**src/rtl/id_ex_reg.sv**
```systemverilog
// ID/EX pipeline register: carries decoded control and operand data from decode into execute.
// Control fields are squashed to a bubble on flush, failed condition or an illegal load/store mix.
module id_ex_reg (
  input  logic        clk,
  input  logic        rst,
  input  logic        freeze,
  input  logic        flush,
  input  logic        cond_pass,
  input  logic [3:0]  exe_cmd_in,
  input  logic        mem_r_in,
  input  logic        mem_w_in,
  input  logic        wb_en_in,
  input  logic        b_in,
  input  logic        s_in,
  input  logic [31:0] pc_in,
  input  logic [31:0] val_rn_in,
  input  logic [31:0] val_rm_in,
  input  logic        imm_in,
  input  logic [11:0] shift_op_in,
  input  logic [23:0] simm24_in,
  input  logic [3:0]  dest_in,
  input  logic [3:0]  src1_in,
  input  logic [3:0]  src2_in,
  input  logic [3:0]  sr_in,
  output logic [3:0]  exe_cmd,
  output logic        mem_r,
  output logic        mem_w,
  output logic        wb_en,
  output logic        b,
  output logic        s,
  output logic [31:0] pc,
  output logic [31:0] val_rn,
  output logic [31:0] val_rm,
  output logic        imm,
  output logic [11:0] shift_op,
  output logic [23:0] simm24,
  output logic [3:0]  dest,
  output logic [3:0]  src1,
  output logic [3:0]  src2,
  output logic        c_in,
  output logic        valid
);

  logic load_en;
  logic issue;

  // Flush overrides freeze so a taken branch always kills the instruction in ID.
  always_comb begin
    load_en = flush | ~freeze;
    issue   = ~flush & cond_pass & ~(mem_r_in & mem_w_in);
  end

  always_ff @(posedge clk or negedge rst) begin
    if (!rst) begin
      pc       <= '0;
      val_rn   <= '0;
      val_rm   <= '0;
      imm      <= 1'b0;
      shift_op <= '0;
      simm24   <= '0;
      dest     <= '0;
      src1     <= '0;
      src2     <= '0;
      c_in     <= 1'b0;
    end else if (load_en) begin
      pc       <= pc_in;
      val_rn   <= val_rn_in;
      val_rm   <= val_rm_in;
      imm      <= imm_in;
      shift_op <= shift_op_in;
      simm24   <= simm24_in;
      dest     <= dest_in;
      src1     <= src1_in;
      src2     <= src2_in;
      c_in     <= sr_in[1];
    end
  end

  always_ff @(posedge clk or negedge rst) begin
    if (!rst) begin
      exe_cmd <= '0;
      mem_r   <= 1'b0;
      mem_w   <= 1'b0;
      wb_en   <= 1'b0;
      b       <= 1'b0;
      s       <= 1'b0;
      valid   <= 1'b0;
    end else if (load_en) begin
      if (issue) begin
        exe_cmd <= exe_cmd_in;
        mem_r   <= mem_r_in;
        mem_w   <= mem_w_in;
        wb_en   <= wb_en_in;
        b       <= b_in;
        s       <= s_in;
        valid   <= 1'b1;
      end else begin
        exe_cmd <= '0;
        mem_r   <= 1'b0;
        mem_w   <= 1'b0;
        wb_en   <= 1'b0;
        b       <= 1'b0;
        s       <= 1'b0;
        valid   <= 1'b0;
      end
    end
  end

endmodule

```
**config.mk**
```make
export PLATFORM = sky130hd
export DESIGN_NAME = id_ex_reg
export DESIGN_NICKNAME = d
export VERILOG_FILES = /design/src/rtl/id_ex_reg.sv
export SDC_FILE = /design/constraint.sdc
export NUM_CORES = 1
export LEC_CHECK = 0
export CORE_ASPECT_RATIO = 0.7
export CORE_MARGIN = 1
export CORE_UTILIZATION = 44
export CTS_BUF_LIST = sky130_fd_sc_hd__clkbuf_16
export CTS_CLUSTER_SIZE = 40
export DETAILED_ROUTE_END_ITERATION = 6
export GPL_TIMING_DRIVEN = 0
export PLACE_DENSITY = 0.86
export SETUP_SLACK_MARGIN = 0.1
export SLEW_MARGIN = 20
export SYNTH_ARGS = -nofsm -noshare
export SYNTH_HDL_FRONTEND = slang
export SYNTH_SLANG_ARGS = --single-unit
```
**constraint.sdc**
```tcl
create_clock -name clk -period 1.55 [get_ports clk]
set_input_delay 0.2325 -clock clk [delete_from_list [all_inputs] [get_ports clk]]
set_output_delay 0.2325 -clock clk [all_outputs]
set_load 0.005 [all_outputs]
```
After elaboration in Yosys (flattened, before gate mapping)
Index checks and enable logic that the tools add are counted.
W data, S select, Z words.
{"block": "word_totals", "reg_bits": 156, "output_inout_bits": 156, "elab_cells": 31}
{"block": "op_classes", "mux": 7, "n_bitwise": 7}
{"op": "$mux W1", "count": 6}
{"op": "$mux W4", "count": 1}
{"op": "$and A1 B1 Y1", "count": 3}
{"op": "$not A1 Y1", "count": 3}
{"op": "$or A1 B1 Y1", "count": 1}

Depth between registers and ports, before layout
Gate-level depths: netlist of run 1.
{"block": "depth", "word_depth": 4, "ltp_mapped": 4, "ltp_nobuf": 2}

Worst setup path before layout of run 1
Ideal clock, no wire load.
{"block": "synth_path", "kind": "input-to-reg", "startpoint": "input flush", "endpoint": "register c_in", "t_arrival_ns": 1.023, "required_ns": 1.425, "setup_slack_ns": 0.402, "stages": 4, "path_cell_list": "nand2b_2 buf_12 buf_12 mux2_4"}
{"block": "synth_between", "elab_chain_cells": 1}
{"element": "start: declaration", "line": "7", "rtl": "input logic flush,"}
{"element": "$or A1 B1 Y1", "line": "49", "rtl": "load_en = flush | ~freeze;"}
{"element": "end signal: assignment", "line": "75", "rtl": "c_in <= sr_in[1];"}
{"element": "end: declaration", "line": "40", "rtl": "output logic c_in,"}
Every way passes these cells.
A chain may end at the register's enable or synchronous reset.

Worst setup path after layout of run 1
{"block": "layout_path", "startpoint": "input flush", "endpoint": "register val_rn[27]"}
{"block": "layout_between", "elab_chain_cells": 1}
{"element": "$or A1 B1 Y1", "line": "49"}
{"element": "end signal: assignment", "line": "67", "rtl": "val_rn <= val_rn_in;"}
{"element": "end: declaration", "line": "32", "rtl": "output logic [31:0] val_rn,"}
Every way passes these cells.

==> summary by stage, run 1 <==
Timing
The final worst clock skew is 0 ns. The max-slew headroom at the worst pin is about 58%. Based on the critical path, the design can be clocked at up to 0.7370 GHz. The final setup violation count is 0.

The count of pins over their slew limit came to 0. The worst path uses between 80% and 90% of the clock period. Setup repair after global routing left no endpoint under its margin. The time the worst path needs with I/O delays and setup is around 1.4 ns. The number of endpoints with negative hold slack in the final report is 0. The slew of the pin with the lowest slew margin is between 0.6 and 0.7 ns.

Setup path
The highest net fanout along the worst path is 10. In this run the critical register-to-register path is launched from pc[9]$_DFFE_PN0P_. The worst register-to-register path has a depth of 2. The arrival time at the worst endpoint is 1.65 ns. The register-to-register setup slack is 0.63 ns. The start-to-end type of the worst setup path is in2reg. STA puts the critical path data required time at 1.85 ns. The worst register-to-register path ends at pc[9]$_DFFE_PN0P_. The worst setup path is captured at a flip-flop.

The startpoint class of the critical path is a primary input.

GRT
The total global routing overflow is 0. The number of antenna violations at the first check in global routing is 0. The pin count of the biggest net entering global routing is 85.

The via count of the first global-routing pass is between 4k and 5k. The combined global-route utilization of all metal layers is a little under a quarter. The wire length of the first global-routing pass is between 20,000 and 30,000 um.

Detailed routing
The total vias in the final route is 4,274. The DRC violations left is 0. The first TritonRoute pass finished after 4 iterations. In this run, the number of DRC markers left after iteration 0 of detailed routing was about 140. After detailed routing, the average wire length per cell comes to about 19 um. The number of vias per cell is around 4.8.

Once detail routing completed, the nets flagged for antenna violations numbered 0. The total wirelength of the detailed-routed design is 16,980 um.

Final layout
With fillers left out, the area of the finished cells amounts to approximately 11,000 um2. The number of non-filler instances in the completed layout is around 900. Cells with a size suffix above 1 make up between 30 and 40% of the layout. At the end of the flow, the number of nets in the layout was between 800 and 900.

The repair_antennas step left the layout with diodes totalling 0. From synthesis to final layout, the design area changed by 61.31%. In the final layout, flip-flops and latches occupy between 3000 and 4000 um2. The area taken by multi-input logic gates is between 2000 and 2500 um2. The number of filler cells placed in the layout is 914.

Floorplanning
The floorplan step defined a die boundary enclosing 15,350 um2. The number of core rows is 36. The initial utilization of the core area, before any placement, comes to 46.07%. The standard cell core area is between 10,000 and 15,000 um2. 319 I/O pins were placed.

The floorplan step set the die width to around 150 um. In this run the vertical extent of the chip is just over 100 um.

Power and ir drop
In this run the static leakage power is 5.197 nW. The total design power is around 11 mW. The power density relative to cell area is 1013 nW/um2. The peak supply drop is between 600 and 700 uV.

Placement
The number of buffer cells added on primary ports is around 320. The HPWL reported at the end of detailed placement is 12,290 um. The global placement routability congestion is 0.8172.

The number of cells in the design after placement is about 840. After detailed placement, the total cell area comes to around 10000 um2.

Synthesis
Counting flops and latches in the post-synthesis netlist gives about 160. Synthesis produced a netlist with a net count of 500. Of all cell types, the one taking the most synthesized area is dfrtp_1.

The commonest cells after synthesis are dfrtp_1, mux2_4, buf_12. Counting flops with a built-in enable in the synthesized netlist gives 0. Of all flip-flops after synthesis, the portion carrying an async set or reset was 100.0%. The number of different library cells used by synthesis comes to 15. The most frequent cell after synthesis is dfrtp_1.

The most used flip-flop cell after synthesis is dfrtp_1. After synthesis, the mean cell area works out to 19.40 um2. In this run the biggest area consumer among cell types represents between 50% and 60% of the synthesized area. In the post-synthesis netlist, the biggest area contributors are dfrtp_1, mux2_4, buf_12.

Sequential elements use 59.72% of the synthesized area. The number of warnings issued by yosys is 0. The cell count after synthesis came out at 337. The synthesized netlist occupies a cell area of 6536 um2.

CTS
Counting every sink on the clock net gives 156. CTS built an H-tree with a depth of 4. The clock insertion delay at the later pin of the skew report is roughly 0.41 ns. TritonCTS built the clock tree. The total CTS buffers is 17. The maximum clock insertion buffer count is 2.

Clock-pin slew was measured on the worst setup and hold paths at ~0.060 ns. The root cell of the clock tree is clkbuf_16.

Status
The flow ran to the end, and the final reports show no timing, DRC or antenna violations.

Run
The max capacitance violation total is 0.

Worst hold path
The tightest min-delay check is of the in2async type.
-- state kept, by name (all words and copies together), names as in the netlist, 4 cells and up --
signal    count
pc           32
val_rm       32
val_rn       32
simm24       24
shift_op     12
dest          4
exe_cmd       4
src1          4
src2          4
-- final cells by class --
type,count,area share (%)
Buffer,17,2.990
Tap cell,190,2.255
Clock buffer,17,4.035
Clock inverter,14,1.626
Sequential cell,156,37.02
Timing Repair Buffer,340,30.09
Multi-Input combinational cell,164,21.98
-- cell usage in the layout (no fill, tap or decap) --
cell / instances
a21boi_1: 1
a21oi_1: 2
a22o_1: 1
a32o_1: 7
and2b_2: 1
buf_12: 15
buf_16: 1
buf_4: 23
buf_6: 1
buf_8: 1
bufinv_16: 3
clkbuf_1: 1
clkbuf_16: 17
clkdlybuf4s50_1: 158
clkinv_2: 3
clkinv_4: 3
clkinvlp_4: 3
dfrtp_1: 156
dlygate4sd2_1: 156
dlygate4sd3_1: 1
inv_6: 2
mux2_2: 6
mux2_4: 140
nand2_1: 2
nand2b_2: 1
nand4bb_1: 2
nor2_1: 1
-- power by group --
group	leakage, nW	switching [mW]	internal, mW
clock network	0.285	1.68	2.53
logic	3.07	0.589	1.29
registers	1.84	0.187	4.40
total	5.20	2.45	8.23
-- routing by layer --
metal  routed length (um)  track usage (%)  up-vias
met5                    0                0        -
met4                  397            9.426        0
met3                 1285            7.588       31
met2                 8402            38.27      203
met1                 6892            26.92     2122
li1                     -                -     1918
-- critical path, cell delays in order --
cell             delay [ns]
clkdlybuf4s50_1        0.53
nand2b_2               0.19
buf_6                  0.21
buf_12                 0.17
mux2_4                 0.31
-- cell families (layout without fill, tap and decap cells) --
kind of cell           count (synthesis)  after routing  synth area share [%]
AO/OA/AOI/OAI                         11             11                 1.474
buffers and inverters                 17            388                 4.824
flip-flops                           156            156                 59.72
multiplexers                         146            146                 33.19
AND/OR/NAND/NOR                        7              7                0.7849
-- stage by stage --
stage          TNS, ns  utilization (%)  hold slack (ns)  setup slack, ns
2_1_floorplan        0                -         -0.06309           0.4020
3_3_place_gp   -907.26            69.96           0.4749           -5.642
3_5_place_dp    -31.92            70.19           0.2308          -0.2412
4_1_cts              0            74.31           0.3662           0.1874
5_1_grt              0            74.31           0.3920           0.1444
6_report             0            74.31           0.3578           0.1931
-- how the worst max path moves through the flow --
stage	from	endpoint	slack, ns	cells past startpoint
finish	flush	val_rn[27]$_DFFE_PN0P_	0.19	5
global route	flush	val_rn[27]$_DFFE_PN0P_	0.14	5
CTS	pc[13]$_DFFE_PN0P_	pc[13]	0.19	1
detailed placement	flush	val_rn[20]$_DFFE_PN0P_	-0.24	5
global placement	rst	pc[28]$_DFFE_PN0P_	-5.64	1
floorplan	flush	c_in$_DFFE_PN0P_	0.40	4
-- what timing repair did --
action	4_1_cts	5_1_grt
setup buffers	23	0
endpoints found under the setup margin	156	0
endpoints found under the hold margin	72	0
gates resized for setup	156	0
hold buffers	1	0
No activity file was read; power rests on OpenSTA's default activity.
==> run 2: changes to the inputs <==
GPL_ROUTABILITY_DRIVEN = 0   (was unset)
clock period = 1.7 ns   (was 1.55 ns; I/O delays follow)
==> summary by stage, run 2 (synthesis results as in run 1) <==
Status
The run finished with clean final reports.

CTS
The maximum clock insertion buffer count is 2 (unchanged). The CTS tree is built. The clock insertion delay at the later pin of the skew report was 0.41 ns (about the same). The clock net sink count was 156 (unchanged).

The CTS H-tree depth was 4 (unchanged). The clock edge transition at the registers on the reported setup and hold paths came to 0.06 ns (about the same). The total CTS buffers was 17 (unchanged). The tree is rooted in a clkbuf_16.

Floorplanning
The I/O pin count is 319 (unchanged). The initial core utilization is 46.07% (unchanged). The width of the die was 147.7 um (unchanged).

The area enclosed by the die boundary is 15,350 um2 (unchanged). The vertical extent of the die is 104.0 um (unchanged). The standard cell core area was 14,190 um2 (unchanged). The number of core rows is 36 (unchanged).

Detailed routing
The violation count after the first detailed-routing iteration is 119 (-12%). The count of nets left with antenna violations after detail routing is 0 (unchanged). The final routed wire length divided by cell count is 19.17 um (+1.4%). The total iterations of the first detailed-routing run was 4 (unchanged). The total vias in the final route was 4,147 (-3.0%). The DRC violations left is 0 (unchanged). The total wirelength of the detailed-routed design is 16,870 um (-0.65%). The number of vias per cell is 4.713 (-0.99%).

Power and ir drop
The power density relative to cell area is 923.3 nW/um2 (-8.8%). The peak supply drop is 605.1 uV (-8.6%). The total design power is 9.886 mW (-7.4%).

The standby leakage power came to 5.322 nW (+2.4%).

Final layout
The final design utilization is 75.46% (+1.1 points). The number of diodes is 0 (unchanged). The post-route standard cell area excluding fillers is 10,710 um2 (+1.5%).

The area growth from synthesis to layout is 63.80%. The number of nets at the end of the flow is 841 (-2.1%). In the final layout, the registers with the most flip-flops are pc: 32 flops, val_rm: 32 flops, val_rn: 32 flops. In the layout the commonest cells are clkdlybuf4s50_1, dfrtp_1, mux2_4.

The number of non-filler instances in the completed layout is 880 (-2.0%). The proportion of layout cells with a drive suffix above 1 is 29.28% (-1.8 points). The leading cell type in the layout, fill and taps excluded is clkdlybuf4s50_1.

The number of filler cells placed in the layout is 834 (-8.8%).

GRT
The wire length of the first global-routing pass came to 25,940 um (-1.7%). The combined global-route utilization of all metal layers is 22.44% (-0.40 points). The pin count of the biggest net entering global routing is 85 (unchanged). The via count of the first global-routing pass is 4,654 (-2.8%).

The total global routing overflow is 0 (unchanged). The number of antenna violations at the first check in global routing came to 0 (unchanged).

Timing
After layout, the worst path uses between 90% and 100% of the clock period. The count of pins over their slew limit is 0 (unchanged). Setup repair after global routing left no endpoint under its margin.

The timing-limited maximum frequency is roughly 0.64 GHz. The slew of the pin with the lowest slew margin is 0.6487 ns (+0.01998 ns). The number of endpoints with negative hold slack in the final report came to 0 (unchanged). The final worst clock skew came to 0 ns (unchanged). The final setup violation count is 0 (unchanged). The setup slack of the critical path after layout is 0.1359 ns (-0.05714 ns). The max-slew headroom at the worst pin is 56.66% (-1.3 points). The accumulated negative setup slack is 0 ns (unchanged).

The worst hold slack across all endpoints was 0.3784 ns (+0.02054 ns). The time the worst path needs with I/O delays and setup is around 1.6 ns.

Setup path
The worst setup path is launched from a flip-flop. By startpoint and endpoint, the worst setup path is classified as reg2out. The longest individual stage delay on the worst path is 0.53 ns (about the same). The path depth of the worst reg2reg path came to 2 (unchanged). The number of buffers and inverters on the critical path was 1 (-2). The slowest stage of the critical path is the clkdlybuf4s50_1 cell. STA classifies the critical path endpoint as an output port.

The destination of the worst register-to-register timing path is val_rm[0]$_DFFE_PN0P_. The cell type group with the largest total delay on the critical path is buffers and inverters. The register-to-register setup slack came to 0.80 ns (+0.17 ns). Traced cell by cell, the critical path runs through clkdlybuf4s50_1. The arrival time at the worst endpoint is 1.31 ns (-0.34 ns). The launching instance or port of the critical path is val_rn[22]$_DFFE_PN0P_. The highest net fanout along the worst path is 2 (-8).

The worst register-to-register path begins at val_rm[0]$_DFFE_PN0P_. The required time at the endpoint of the critical path is 1.44 ns (-0.41 ns).

Placement
The HPWL reported at the end of detailed placement is 12,290 um (unchanged). The number of buffer cells added on primary ports came to 315 (unchanged). The pre-CTS setup slack was -0.1137 ns (+0.1275 ns). The placed standard-cell area is 9960 um2 (unchanged).

The number of cells in the design after placement is 843 (unchanged).

Worst hold path
The worst hold path belongs to the class in2async.

Run
The max capacitance violation total is 0 (unchanged).
==> run 2: how the worst max path moves through the flow <==
stage,end,slack (ns),depth (start not counted)
floorplan,c_in$_DFFE_PN0P_,0.53,4
global placement,pc[28]$_DFFE_PN0P_,-5.51,1
detailed placement,val_rn[20]$_DFFE_PN0P_,-0.11,5
CTS,val_rn[3],0.10,1
global route,val_rn[22],0.08,1
finish,val_rn[22],0.14,1
==> run 2: per-layer routing <==
metal,global-route usage (%),up-vias,routed length (um)
met5,0,-,0
met4,9.205,0,380
met3,7.544,31,1351
met2,37.16,192,8341
met1,26.79,2046,6793
li1,-,1878,-
==> run 2: power breakdown <==
group	internal (mW)	switching (mW)
Clock	2.31	1.54
Combinational	1.32	0.522
Sequential	4.02	0.183
Total	7.64	2.24
==> run 2: timing repair <==
action,in CTS,in global routing
hold endpoints to repair,72,0
buffers inserted,0,5
hold buffers,1,0
endpoints found under the setup margin,4,48
resized for setup,4,43
==> run 2: cell type report <==
class	count	area, um2	share of cell area [%]
flip-flops and latches	156	3904	36.46
well taps	190	237.7	2.220
clock inverters	14	171.4	1.601
clock buffers	17	425.4	3.973
multi-input cells	164	2317	21.64
plain buffers	17	315.3	2.945
repair buffers	322	3336	31.16
